$ cat src/rtl/led_pkg.sv
// led_pkg: shared types, constants and pattern helpers for the LED sequencer.
package led_pkg;

  // Pattern selected by the host configuration.
  typedef enum logic [1:0] {
    MODE_BLINK  = 2'd0,
    MODE_SHIFT  = 2'd1,
    MODE_COUNT  = 2'd2,
    MODE_BOUNCE = 2'd3
  } mode_e;

  // Sequencer control state.
  typedef enum logic [1:0] {
    ST_IDLE = 2'd0,
    ST_RUN  = 2'd1,
    ST_HOLD = 2'd2
  } state_e;

  // 1 s base tick at a 125 MHz clock.
  localparam int          CNT_W_DEFAULT    = 27;
  localparam logic [26:0] TICK_MAX_DEFAULT = 27'd124999999;

  // Pattern loaded when a mode starts (RUN entry or config apply).
  localparam logic [3:0] PAT_INIT_BLINK  = 4'b0000;
  localparam logic [3:0] PAT_INIT_SHIFT  = 4'b0001;
  localparam logic [3:0] PAT_INIT_COUNT  = 4'b0000;
  localparam logic [3:0] PAT_INIT_BOUNCE = 4'b0001;

  // Next pattern plus the bounce direction that goes with it.
  typedef struct packed {
    logic [3:0] pat;
    logic       dir_up;
  } led_step_t;

  function automatic logic [3:0] init_pattern(input mode_e mode);
    case (mode)
      MODE_BLINK:  return PAT_INIT_BLINK;
      MODE_SHIFT:  return PAT_INIT_SHIFT;
      MODE_COUNT:  return PAT_INIT_COUNT;
      default:     return PAT_INIT_BOUNCE;
    endcase
  endfunction

  // One step of the selected pattern. Bounce turns around at either end
  // so each end LED is shown once per sweep.
  function automatic led_step_t advance(input mode_e      mode,
                                        input logic [3:0] pat,
                                        input logic       dir_up);
    led_step_t nxt;
    nxt.dir_up = dir_up;
    case (mode)
      MODE_BLINK: nxt.pat = ~pat;
      MODE_SHIFT: nxt.pat = {pat[2:0], pat[3]};
      MODE_COUNT: nxt.pat = pat + 4'd1;
      default: begin
        if (dir_up) begin
          if (pat == 4'b1000) begin
            nxt.pat    = 4'b0100;
            nxt.dir_up = 1'b0;
          end else begin
            nxt.pat = {pat[2:0], 1'b0};
          end
        end else begin
          if (pat == 4'b0001) begin
            nxt.pat    = 4'b0010;
            nxt.dir_up = 1'b1;
          end else begin
            nxt.pat = {1'b0, pat[3:1]};
          end
        end
      end
    endcase
    return nxt;
  endfunction

endpackage

$ cat src/rtl/led_tick_gen.sv
// led_tick_gen: base prescaler (0..TICK_MAX) followed by a step divider
// that fires every i_period+1 base ticks.
module led_tick_gen
  import led_pkg::*;
#(
  parameter int               CNT_W    = CNT_W_DEFAULT,
  parameter logic [CNT_W-1:0] TICK_MAX = CNT_W'(TICK_MAX_DEFAULT)
) (
  input  logic       i_clk,
  input  logic       i_rst,
  input  logic       i_en,
  input  logic       i_clr,
  input  logic [3:0] i_period,
  output logic       o_base_tick,
  output logic       o_step
);

  logic [CNT_W-1:0] r_presc;
  logic [3:0]       r_div;
  logic             w_base_tick;
  logic             w_step;

  // Ticks only count while enabled so a frozen prescaler parked at
  // TICK_MAX does not keep producing strobes.
  assign w_base_tick = i_en && (r_presc == TICK_MAX);
  assign w_step      = w_base_tick && (r_div == i_period);

  // Prescaler and divider: clear wins, otherwise advance only when enabled.
  // NOTE: state registers use non-blocking assignments so every flop samples
  // the pre-edge values regardless of statement order.
  always_ff @(posedge i_clk or posedge i_rst) begin
    if (i_rst) begin
      r_presc <= '0;
      r_div   <= '0;
    end else if (i_clr) begin
      r_presc <= '0;
      r_div   <= '0;
    end else if (i_en) begin
      r_presc <= w_base_tick ? '0 : r_presc + CNT_W'(1);
      if (w_step) begin
        r_div <= '0;
      end else if (w_base_tick) begin
        r_div <= r_div + 4'd1;
      end
    end
  end

  assign o_base_tick = w_base_tick;
  assign o_step      = w_step;

endmodule

$ cat src/rtl/led_seq_ctrl.sv
// led_seq_ctrl: LED pattern sequencer with IDLE/RUN/HOLD control and a
// valid/ready configuration port (mode + period).
// Optional build macro LED_PWM_DIM_EN adds a dim_duty input and a PWM
// stage that registers LED one extra cycle behind the pattern.
module led_seq_ctrl
  import led_pkg::*;
#(
  parameter int               CNT_W    = CNT_W_DEFAULT,
  parameter logic [CNT_W-1:0] TICK_MAX = CNT_W'(TICK_MAX_DEFAULT)
) (
  input  logic       CLK,
  input  logic       RST,
  input  logic       run,
  input  logic       clear,
  input  logic       cfg_valid,
  input  logic [1:0] cfg_mode,
  input  logic [3:0] cfg_period,
`ifdef LED_PWM_DIM_EN
  input  logic [3:0] dim_duty,
`endif
  output logic       cfg_ready,
  output logic       step_pulse,
  output logic [3:0] LED
);

  state_e     r_state;
  mode_e      r_mode;
  mode_e      r_sh_mode;
  logic [3:0] r_period;
  logic [3:0] r_sh_period;
  logic [3:0] r_pat;
  logic       r_dir_up;
  logic       r_pending;
  logic       r_step_pulse;

  logic       w_en;
  logic       w_clr;
  logic       w_base_tick;
  logic       w_step;
  logic       w_xfer;
  mode_e      w_idle_mode;
  led_step_t  w_adv;

  // Counters run only in RUN; they are held at zero in IDLE, on clear and
  // when a pending config is applied from HOLD.
  assign w_en   = (r_state == ST_RUN) && !clear;
  assign w_clr  = clear || (r_state == ST_IDLE) ||
                  ((r_state == ST_HOLD) && r_pending);
  assign w_xfer = cfg_valid && !r_pending;

  // A config applied on the same IDLE edge that starts RUN sets the pattern.
  assign w_idle_mode = r_pending ? r_sh_mode : r_mode;
  assign w_adv       = advance(r_mode, r_pat, r_dir_up);

  led_tick_gen #(
    .CNT_W    (CNT_W),
    .TICK_MAX (TICK_MAX)
  ) u_tick (
    .i_clk       (CLK),
    .i_rst       (RST),
    .i_en        (w_en),
    .i_clr       (w_clr),
    .i_period    (r_period),
    .o_base_tick (w_base_tick),
    .o_step      (w_step)
  );

  // Control FSM: config capture/apply, state transitions and pattern update.
  always_ff @(posedge CLK or posedge RST) begin
    if (RST) begin
      r_state      <= ST_IDLE;
      r_mode       <= MODE_BLINK;
      r_sh_mode    <= MODE_BLINK;
      r_period     <= '0;
      r_sh_period  <= '0;
      r_pat        <= '0;
      r_dir_up     <= 1'b1;
      r_pending    <= 1'b0;
      r_step_pulse <= 1'b0;
    end else begin
      r_step_pulse <= 1'b0;

      // Capture is independent of state; it only happens while not pending,
      // so it never collides with the apply paths below.
      if (w_xfer) begin
        r_sh_mode   <= mode_e'(cfg_mode);
        r_sh_period <= cfg_period;
        r_pending   <= 1'b1;
      end

      if (clear) begin
        // Clear wins over run and over the pattern load of an apply, but a
        // pending config still takes effect rather than being dropped.
        r_state  <= ST_IDLE;
        r_pat    <= '0;
        r_dir_up <= 1'b1;
        if (r_pending) begin
          r_mode    <= r_sh_mode;
          r_period  <= r_sh_period;
          r_pending <= 1'b0;
        end
      end else begin
        case (r_state)
          ST_IDLE: begin
            r_pat <= '0;
            if (r_pending) begin
              r_mode    <= r_sh_mode;
              r_period  <= r_sh_period;
              r_pending <= 1'b0;
            end
            if (run) begin
              r_state  <= ST_RUN;
              r_pat    <= init_pattern(w_idle_mode);
              r_dir_up <= 1'b1;
            end
          end

          ST_RUN: begin
            // o_step is already qualified by base_tick; the explicit AND
            // keeps both strobes visibly tied to the pattern update.
            if (w_base_tick && w_step) begin
              r_step_pulse <= 1'b1;
              if (r_pending) begin
                r_mode    <= r_sh_mode;
                r_period  <= r_sh_period;
                r_pending <= 1'b0;
                r_pat     <= init_pattern(r_sh_mode);
                r_dir_up  <= 1'b1;
              end else begin
                r_pat    <= w_adv.pat;
                r_dir_up <= w_adv.dir_up;
              end
            end
            if (!run) begin
              r_state <= ST_HOLD;
            end
          end

          ST_HOLD: begin
            if (r_pending) begin
              r_mode    <= r_sh_mode;
              r_period  <= r_sh_period;
              r_pending <= 1'b0;
              r_pat     <= init_pattern(r_sh_mode);
              r_dir_up  <= 1'b1;
            end
            if (run) begin
              r_state <= ST_RUN;
            end
          end

          default: begin
            r_state <= ST_IDLE;
          end
        endcase
      end
    end
  end

  assign cfg_ready  = ~r_pending;
  assign step_pulse = r_step_pulse;

`ifdef LED_PWM_DIM_EN
  logic [3:0] r_pwm_cnt;
  logic [3:0] r_led;

  // Free-running PWM counter and dimmed, registered LED drive.
  always_ff @(posedge CLK or posedge RST) begin
    if (RST) begin
      r_pwm_cnt <= '0;
      r_led     <= '0;
    end else begin
      r_pwm_cnt <= r_pwm_cnt + 4'd1;
      r_led     <= r_pat & {4{r_pwm_cnt <= dim_duty}};
    end
  end

  assign LED = r_led;
`else
  assign LED = r_pat;
`endif

endmodule

$ cat config.mk
export PLATFORM = sky130hd
export DESIGN_NAME = led_seq_ctrl
export DESIGN_NICKNAME = d
export VERILOG_FILES = /design/src/rtl/led_pkg.sv /design/src/rtl/led_tick_gen.sv /design/src/rtl/led_seq_ctrl.sv
export SDC_FILE = /design/constraint.sdc
export NUM_CORES = 1
export LEC_CHECK = 0
export CAP_MARGIN = 15
export CORE_UTILIZATION = 54
export CTS_CLUSTER_DIAMETER = 80
export CTS_CLUSTER_SIZE = 8
export DETAILED_ROUTE_END_ITERATION = 8
export PLACE_DENSITY = 0.76
export SKIP_CTS_REPAIR_TIMING = 1
export SYNTH_ARGS = -nofsm -noshare
export SYNTH_HDL_FRONTEND = slang
export SYNTH_SLANG_ARGS = --single-unit
$ cat constraint.sdc
create_clock -name CLK -period 2.6 [get_ports CLK]
set_input_delay 0.52 -clock CLK [delete_from_list [all_inputs] [get_ports CLK]]
set_output_delay 0.52 -clock CLK [all_outputs]
set_load 0.02 [all_outputs]
==> results of run 1 <==
kinds of logic after synthesis:
kind of cell    share of synthesized area
simple gates                        0.246
flops                               0.422
compound gates                      0.107
buf+inv                            0.0406
xor+xnor                           0.0795
mux                                0.0686
fa+ha+maj                          0.0365
sequential cells by signal (all words and copies together) (netlist names), named ones only:
signal and count:
u_tick.r_presc 27, LED 4, r_period 4, r_sh_period 4
u_tick.r_div 4, r_sh_mode 2, r_state 2, r_dir_up 1
r_mode 1, r_pending 1, step_pulse 1
metrics by stage:
step	power [mW]	setup TNS, ns
3_3_place_gp	1.99	-0.853
6_report	2.50	0
2_1_floorplan	1.74	0
3_5_place_dp	2.03	-1.19
5_1_grt	2.67	0
4_1_cts	2.50	0
worst register-to-register path, stage by stage (launching register included):
cell     delay [ns]
dfrtp_1        0.38
or4bb_1        0.52
or4_4          0.59
nor3_2         0.23
o221a_2        0.32
mux2_2         0.36
final cells by class:
type | instances | area (um2)
fill | 453 | 1930
inverter | 12 | 45.0
multi-input combinational | 245 | 1660
timing repair buffer | 45 | 378
clock inverter | 1 | 7.51
sequential | 52 | 1300
tap | 72 | 90.1
clock buffer | 7 | 86.3
routing by layer:
metal / GRT usage / vias to the layer above / wire length [um]
met3: 0.0388 / 6 / 231
li1: - / 1250 / -
met2: 0.401 / 49 / 3180
met4: 0.0849 / 0 / 66
met5: 0 / - / 0
met1: 0.364 / 1271 / 3270
power breakdown:
part | switching (mW) | internal (mW)
clock | 0.256 | 0.217
sequential | 0.157 | 0.932
combinational | 0.471 | 0.463
total | 0.884 | 1.61
layout by cell type (no fill, tap or decap), drive strengths merged, types with 12 or more instances in the layout:
master	instances
nor2	35
buf	29
inv	12
a21oi	12
nand2	17
dfrtp	51
mux2	17
o21ai	13
clkdlybuf4s50	16
nand3	14
xnor2	20
nor3	16
worst max-delay path by stage:
| stage | endpoint | slack, ns | depth (start not counted) |
|---|---|---|---|
| 5_1_grt | u_tick.r_div[3] | 0.02 | 5 |
| 3_5_place_dp | flip-flop | -0.17 | 6 |
| 2_1_floorplan | u_tick.r_div[3] | 0.003 | 7 |
| 6_report | r_period[3] | 0.1 | 5 |
| 4_1_cts | flip-flop | 0.0005 | 5 |
| 3_3_place_gp | r_period[0] | -0.13 | 6 |
==> results.md, run 1 <==
- Final period util: 0.963
- Distinct cells, synth: 55
- Synthesized area: between 3000 and 4000 um2
- Avg Synthesized Cell Area: approximately 9.4 um2
- Total nets after synthesis: approximately 350
- Pin count of the biggest net entering global routing: 23
- I/O pins: 17
- Initial antenna violation count: 0
- EDFF count, synth: 0
- Vias per cell: roughly 5.9
- CP top delay family: simple AND/OR/NAND/NOR gates
- Area after DPL: between 3000 and 4000 um2
- Hold Crit Depth: 1
- CP bufs+invs: 0
- Post-synthesis sequential element count: 52
- Pins Over Slew Limit: 0
- Die Y-Extent: 77.6 um
- Synth top area share: 0.414
- Post-Route WL: between 6000 and 7000 um
- Clk sinks: 52
- DRC viols: 0
- RSZ-0062 raised after global routing: no
- Top cells by count, synth: dfrtp_1 (51), nor2_1 (35), xnor2_1 (20)
- Startpoint types: flip-flop
- Cts bufs inserted: 5
- DP HPWL: 5000 um
- Largest cells by area after synthesis: dfrtp_1 (41%), mux2_2 (6.2%), xnor2_1 (5.7%), nor2_1 (4.3%), ha_1 (3.7%)
- Clk_skew: 0.00596 ns
- Final core occ: 0.649
- Worst Setup SP: u_tick.r_presc[18]
- Hold WC Path Type: reg -> reg
- Fmax: about 400 MHz
- Worst R2R Start: u_tick.r_presc[18]
- # Max-Cap Violations: 0
- Initial cell density of the core: 0.560
- Initial DRC count: about 180
- DIE WIDTH: between 70 and 80 um
- Critical path required time: ~2.8 ns
- Final #Nets: between 300 and 400
- DP Worst Slack: -0.165 ns
- Sequential-to-total area share from yosys stat: 0.422
- Synth Flop Type: dfrtp_1
- Htree depth: 2
- Ys Warns: 0
- Drt pass-1 iters: 4
- Worst Hold End: r_sh_period[2]
- PortBufs: 16
- Status: completed
- CP Capture Type: flip-flop
- Lkg Pwr: 1.38 nW
- Placed insts: between 400 and 500
- WP data arrival: 2.70 ns
- Deepest clock path buffer count: 2
- Layout cell share with drive strength beyond 1: 0.177
- Max IR drop VDD: about 0.00041 V
- Setup slack, reg-to-reg: 0.1 ns
- CTS tree: done
- Ys async rst share: 1.00
- Rows: 27
- Worst r2r path cells: 5
- Final WS setup: between 0.09 and 0.1 ns
- Later-pin clock latency in the skew report: ~0.3 ns
- Vias post-DR: 2,576
- Crit path kind: reg -> reg
- Total grt overflow: 0
- Routed len/inst: roughly 16 um
- Clock transition at path regs: around 0.09 ns
- Critical path peak fanout: 6
- Critical Path Slowest Stage Cell: or4_4
- Min Clock Period, post-route: around 2.5 ns
- Area Growth Syn to Fin: 15.9%
- Die area: 6020 um2
- Critical R2R Capture: r_period[3]
- CTS root buffer: clkbuf_8
- Antenna Violating Nets Remaining: 0
- Slew HR: 0.636
- Final setup violation count: 0
- WHS: about 0.5 ns
- Yosys top cell by area: dfrtp_1
- GP Congestion: around 0.91
- Count leader, synth: dfrtp_1
- First-pass GRT wire length: around 12,000 um
- Max stage delay on crit path: ~0.59 ns
- Final Hold Vio Count: 0
- Worst Tran Pin Value: approximately 0.54 ns
- Core area: 5510 um2
- Vias in the first global route: ~2,600
- Power per cell area: 699 nW/um2
- Worst-path cell chain: or4bb_1 -> or4_4 -> nor3_2 -> o221a_2 -> mux2_2
- Post-Syn Instances: approximately 330
- Min-delay src: r_sh_period[2]
- Post-Layout Cell Count: 434
- # diodes: 0
- All-Layer GR Usage: 0.257
- Post-route design area: 3570 um2
Note: power is estimated with default switching activity, not from simulation.
==> run 2, diff against run 1 <==
--- a/config.mk
+++ b/config.mk
@@ -6,10 +6,10 @@
 export NUM_CORES = 1
 export LEC_CHECK = 0
-export CAP_MARGIN = 15
-export CORE_UTILIZATION = 54
+export CAP_MARGIN = 0
+export CORE_UTILIZATION = 55
 export CTS_CLUSTER_DIAMETER = 80
 export CTS_CLUSTER_SIZE = 8
 export DETAILED_ROUTE_END_ITERATION = 8
-export PLACE_DENSITY = 0.76
+export PLACE_DENSITY = 0.74
 export SKIP_CTS_REPAIR_TIMING = 1
 export SYNTH_ARGS = -nofsm -noshare
==> constraint.sdc (replaced) <==
create_clock -name CLK -period 3.2 [get_ports CLK]
set_input_delay 0.64 -clock CLK [delete_from_list [all_inputs] [get_ports CLK]]
set_output_delay 0.64 -clock CLK [all_outputs]
set_load 0.05 [all_outputs]
==> run 2 against run 1 <==
Compared with the run above:
- combinational power is 20% lower
- design area down 3.2%
- sequential cell count unchanged
- maximum frequency down 7.6%
- utilization is 1.2 points higher
- non-clock buffer count decreased by 18
- sequential power fell by 17%
- critical endpoint is now r_period[2]
==> results.md, run 2 (same netlist as run 1, synthesis figures left out) <==
- Status: completed (unchanged)
- Die Y-Extent: 76.9 um (was 77.6 um)
- Pin count of the biggest net entering global routing: 53 (was 23)
- Largest register by flop count: u_tick.r_presc (unchanged)
- Fmax: 369 MHz (was 399 MHz)
- Critical path required time: 3.39 ns (was 2.79 ns)
- # Max-Cap Violations: 0 (unchanged)
- Final period util: 0.847 (was 0.963)
- Area Growth Syn to Fin: 12.2% (was 15.9%)
- Crit path kind: reg -> reg (unchanged)
- Critical R2R Capture: r_period[2] (was r_period[3])
- Initial DRC count: 152 (was 183)
- Vias per cell: 6.11 (was 5.94)
- All-Layer GR Usage: 0.248 (was 0.257)
- I/O pins: 17 (unchanged)
- Commonest non-fill, non-tap cell in the layout: dfrtp_1 (unchanged)
- DIE WIDTH: 76.9 um (was 77.6 um)
- Cts bufs inserted: 5 (unchanged)
- First-pass GRT wire length: 11,700 um (was 12,300 um)
- Final #Nets: 363 (was 381)
- RSZ-0062 raised after global routing: no (unchanged)
- Vias in the first global route: 2,431 (was 2,589)
- # diodes: 0 (unchanged)
- Max reg flops: 27 (unchanged)
- Layout cell share with drive strength beyond 1: 0.131 (was 0.177)
- Core area: 5240 um2 (was 5510 um2)
- CTS root buffer: clkbuf_8 (unchanged)
- Clk sinks: 52 (unchanged)
- Lkg Pwr: 1.31 nW (was 1.38 nW)
- Setup_tns: 0 ns (unchanged)
- Hold WC Path Type: reg -> reg (unchanged)
- GP Congestion: 0.885 (was 0.908)
- Initial antenna violation count: 0 (unchanged)
- Initial cell density of the core: 0.589 (was 0.560)
- WP data arrival: 2.90 ns (was 2.70 ns)
- DP HPWL: 4670 um (was 5000 um)
- PortBufs: 16 (unchanged)
- CTS tree: done (unchanged)
- Critical path peak fanout: 8 (was 6)
- Worst Setup EP: r_period[2] (was r_period[3])
- Vias post-DR: 2,528 (was 2,576)
- Clk_skew: 0.00424 ns (was 0.00596 ns)
- Power per cell area: 619 nW/um2 (was 699 nW/um2)
- Slew HR: 0.538 (was 0.636)
- Die area: 5910 um2 (was 6020 um2)
- Pins Over Slew Limit: 0 (unchanged)
- Final Hold Vio Count: 0 (unchanged)
- Startpoint types: flip-flop (unchanged)
- Max IR drop VDD: 0.000382 V (was 0.000412 V)
- Total grt overflow: 0 (unchanged)
- Antenna Violating Nets Remaining: 0 (unchanged)
- Htree depth: 2 (unchanged)
- Filler cells: 435 (was 453)
- Later-pin clock latency in the skew report: 0.31 ns (was 0.30 ns)
- Rows: 26 (was 27)
- DRC viols: 0 (unchanged)
- Final core occ: 0.661 (was 0.649)
- Clock transition at path regs: 0.09 ns (about the same)
- Deepest clock path buffer count: 2 (unchanged)
- Worst Setup SP: u_tick.r_presc[15] (was u_tick.r_presc[18])
- Most frequent cells in the layout: dfrtp_1 (51), nor2_1 (35), xnor2_1 (20), nand2_1 (17), mux2_2 (17) (was dfrtp_1 (51), nor2_1 (35), buf_4 (29), xnor2_1 (20))
- Worst R2R Start: u_tick.r_presc[15] (was u_tick.r_presc[18])
- Final setup violation count: 0 (unchanged)
- Routed len/inst: 16.1 um (was 15.5 um)
- Overall Power: 2.14 mW (was 2.50 mW)
- Setup slack, reg-to-reg: 0.49 ns (was 0.1 ns)
- Post-Route WL: 6670 um (was 6740 um)
- Min Clock Period, post-route: 2.71 ns (was 2.50 ns)
- CP Capture Type: flip-flop (unchanged)
- Worst Tran Pin Value: 0.689 ns (was 0.544 ns)
- Worst r2r path cells: 5 (unchanged)
- Drt pass-1 iters: 4 (unchanged)
## run 2: worst min path at each step
| stage | start | endpoint | cells after the start |
|---|---|---|---|
| 4_1_cts | r_sh_mode[1] | flip-flop | 1 |
| 3_3_place_gp | r_sh_mode[1] | flip-flop | 1 |
| 2_1_floorplan | r_sh_mode[1] | r_sh_mode[1] | 1 |
| 6_report | r_sh_mode[1] | flip-flop | 1 |
| 3_5_place_dp | r_sh_mode[1] | flip-flop | 1 |
| 5_1_grt | r_sh_mode[1] | flip-flop | 1 |
## run 2: critical path, cell delays in order (launching register included)
cell and delay [ns]:
dfrtp_1 0.48, or4_1 0.55, or4_4 0.59, nor3_1 0.27
o221a_2 0.34, mux2_2 0.36
## run 2: per-stage QoR
stage	cell area, um2	hold WS (ns)	std cells	setup slack (ns)
final	3460	0.512	414	0.490
after global routing	3460	0.528	414	0.391
after CTS	3460	0.514	414	0.476
after detailed placement	3330	0.492	406	0.264
after global placement	3330	0.489	406	0.351
after floorplan	3080	0.475	328	0.603
## run 2: per-layer routing
layer  wire [um]  track usage  up-vias
li1            -            -     1214
met1        3280        0.368     1237
met4          73       0.0731        0
met5           0            0        -
met3         328       0.0440       11
met2        2980        0.366       66
## run 2: area by class of cell
cell class / instances / area (um2) / share of cell area
inverter: 12 / 45.0 / 0.0130
sequential: 52 / 1300 / 0.376
timing repair buffer: 27 / 243 / 0.0702
clock buffer: 7 / 96.3 / 0.0278
tap: 70 / 87.6 / 0.0253
clock inverter: 1 / 30.0 / 0.00868
multi-input combinational: 245 / 1660 / 0.478
## run 2: power by group
group	leakage (nW)	total (mW)	internal, mW	switching, mW
registers	0.692	0.902	0.757	0.145
clock network	0.0645	0.493	0.276	0.217
logic	0.551	0.745	0.350	0.395
total	1.31	2.14	1.38	0.757
==> run 3, diff against run 2 <==
clock period = 2.66 ns   (was 3.2 ns; I/O delays follow)
==> run 3 against run 2 <==
Compared with the run above:
- clock skew increased by 0.0054 ns
- worst hold slack worse by 0.015 ns
- combinational power increased by 28%
- sequential cell count stayed put
- non-clock buffer count up 15
- cell count increased by 3.6%
- largest power group unchanged
==> results.md, run 3 (same netlist as run 1, synthesis figures left out) <==
- Status: completed (unchanged)
- Pin count of the biggest net entering global routing: 53 (unchanged)
- Worst Setup SP: u_tick.r_presc[26] (was u_tick.r_presc[15])
- Lkg Pwr: 1.38 nW (was 1.31 nW)
- GP Congestion: 0.898 (was 0.885)
- Sequential Area: 1300 um2 (unchanged)
- Startpoint types: flip-flop (unchanged)
- Multi-input gate area in the final layout: 1660 um2 (about the same)
- Final core occ: 0.680 (was 0.661)
- Core area: 5240 um2 (unchanged)
- Clock transition at path regs: 0.10 ns (was 0.09 ns)
- Worst R2R Start: u_tick.r_presc[26] (was u_tick.r_presc[15])
- Largest register by flop count: u_tick.r_presc (unchanged)
- Most frequent cells in the layout: dfrtp_1 (51), nor2_1 (35), buf_4 (25), xnor2_1 (20) (was dfrtp_1 (51), nor2_1 (35), xnor2_1 (20), nand2_1 (17), mux2_2 (17))
- DIE WIDTH: 76.9 um (unchanged)
- First-pass GRT wire length: 11,700 um (about the same)
- CP bufs+invs: 0 (unchanged)
- Critical path required time: 2.86 ns (was 3.39 ns)
- Max reg flops: 27 (unchanged)
- Max IR drop VDD: 0.000500 V (was 0.000382 V)
- Final period util: 0.947 (was 0.847)
- Commonest non-fill, non-tap cell in the layout: dfrtp_1 (unchanged)
- Slew HR: 0.570 (was 0.538)
- Die Y-Extent: 76.9 um (unchanged)
- PortBufs: 16 (unchanged)
- Layout cell share with drive strength beyond 1: 0.173 (was 0.131)
- CTS root buffer: clkbuf_8 (unchanged)
- Vias per cell: 6.05 (was 6.11)
- Vias post-DR: 2,597 (was 2,528)
- CP Capture Type: flip-flop (unchanged)
- CTS tree: done (unchanged)
- Initial antenna violation count: 0 (unchanged)
- WP data arrival: 2.71 ns (was 2.90 ns)
- Die area: 5910 um2 (unchanged)
- Fmax: 397 MHz (was 369 MHz)
- Cts bufs inserted: 5 (unchanged)
- Filler cells: 415 (was 435)
- # diodes: 0 (unchanged)
- CP top delay family: simple AND/OR/NAND/NOR gates (unchanged)
- All-Layer GR Usage: 0.247 (was 0.248)
- Clk sinks: 52 (unchanged)
- Area Growth Syn to Fin: 15.5% (was 12.2%)
- Pins Over Slew Limit: 0 (unchanged)
- Vias in the first global route: 2,504 (was 2,431)
- Drt pass-1 iters: 4 (unchanged)
- Final setup violation count: 0 (unchanged)
- Max stage delay on crit path: 0.59 ns (about the same)
- Crit path kind: reg -> reg (unchanged)
- Min Clock Period, post-route: 2.52 ns (was 2.71 ns)
- RSZ-0062 raised after global routing: no (unchanged)
- Rows: 26 (unchanged)
- I/O pins: 17 (unchanged)
- Initial DRC count: 240 (was 152)
- Antenna Violating Nets Remaining: 0 (unchanged)
- Critical Path Slowest Stage Cell: or4_4 (unchanged)
- Critical path peak fanout: 6 (was 8)
- Worst-path cell chain: or4bb_1 -> or4_4 -> nor3_2 -> o221a_2 -> mux2_2 (was or4_1 -> or4_4 -> nor3_1 -> o221a_2 -> mux2_2)
- Worst Tran Pin Value: 0.645 ns (was 0.689 ns)
- # Max-Cap Violations: 0 (unchanged)
- Final #Nets: 378 (was 363)
- Clk_skew: 0.00962 ns (was 0.00424 ns)
- Total grt overflow: 0 (unchanged)
- Min-delay src: r_sh_mode[1] (unchanged)
- Final Hold Vio Count: 0 (unchanged)
- Initial cell density of the core: 0.589 (unchanged)
- DP HPWL: 4720 um (was 4670 um)
- Deepest clock path buffer count: 2 (unchanged)
- Overall Power: 2.48 mW (was 2.14 mW)
- DRC viols: 0 (unchanged)
- Hold WC Path Type: reg -> reg (unchanged)
- Later-pin clock latency in the skew report: 0.31 ns (about the same)
- Routed len/inst: 15.7 um (was 16.1 um)
- Power per cell area: 697 nW/um2 (was 619 nW/um2)
- Htree depth: 2 (unchanged)
- Post-Route WL: 6720 um (was 6670 um)
[run 3: stage by stage]
stage | instance area [um2] | setup slack (ns) | std cells | hold WS, ns | TNS, ns
floorplan | 3080 | 0.0629 | 328 | 0.475 | 0
global placement | 3460 | -0.0757 | 421 | 0.488 | -0.452
detailed placement | 3460 | -0.125 | 421 | 0.488 | -0.811
CTS | 3550 | 0.0450 | 429 | 0.505 | 0
global route | 3560 | 0.0266 | 429 | 0.523 | 0
finish | 3560 | 0.142 | 429 | 0.497 | 0
[run 3: path summary, 6_finish.rpt]
kind / endpoint / slack [ns] / cells after the start
setup reg to reg: r_period[2] / 0.14 / 5
max in group asynchronous: u_tick.r_presc[17] / 1.52 / 3
min in group asynchronous: async pin / 0.71 / 3
hold / removal: flip-flop / 0.50 / 1
hold reg to reg: flip-flop / 0.50 / 1
setup / recovery: r_period[2] / 0.14 / 5
[run 3: layer usage]
metal  share of wire  GRT usage  vias to the layer above
li1                -          -                     1242
met1            0.49      0.370                     1263
met2            0.45      0.365                       84
met3           0.055     0.0464                        8
met4          0.0083     0.0615                        0
met5               0          0                        -
[run 3: power by group]
part	internal [mW]	total (mW)	switching, mW
Combinational	0.457	0.954	0.497
Sequential	0.911	1.06	0.150
Clock	0.208	0.468	0.260
[run 3: layout make-up]
type | instances | share of cell area
clock buffers | 6 | 0.0232
clock inverters | 2 | 0.00281
inverters | 12 | 0.0127
multi-input cells | 245 | 0.467
flip-flops and latches | 52 | 0.366
well taps | 70 | 0.0246
repair buffers | 42 | 0.103
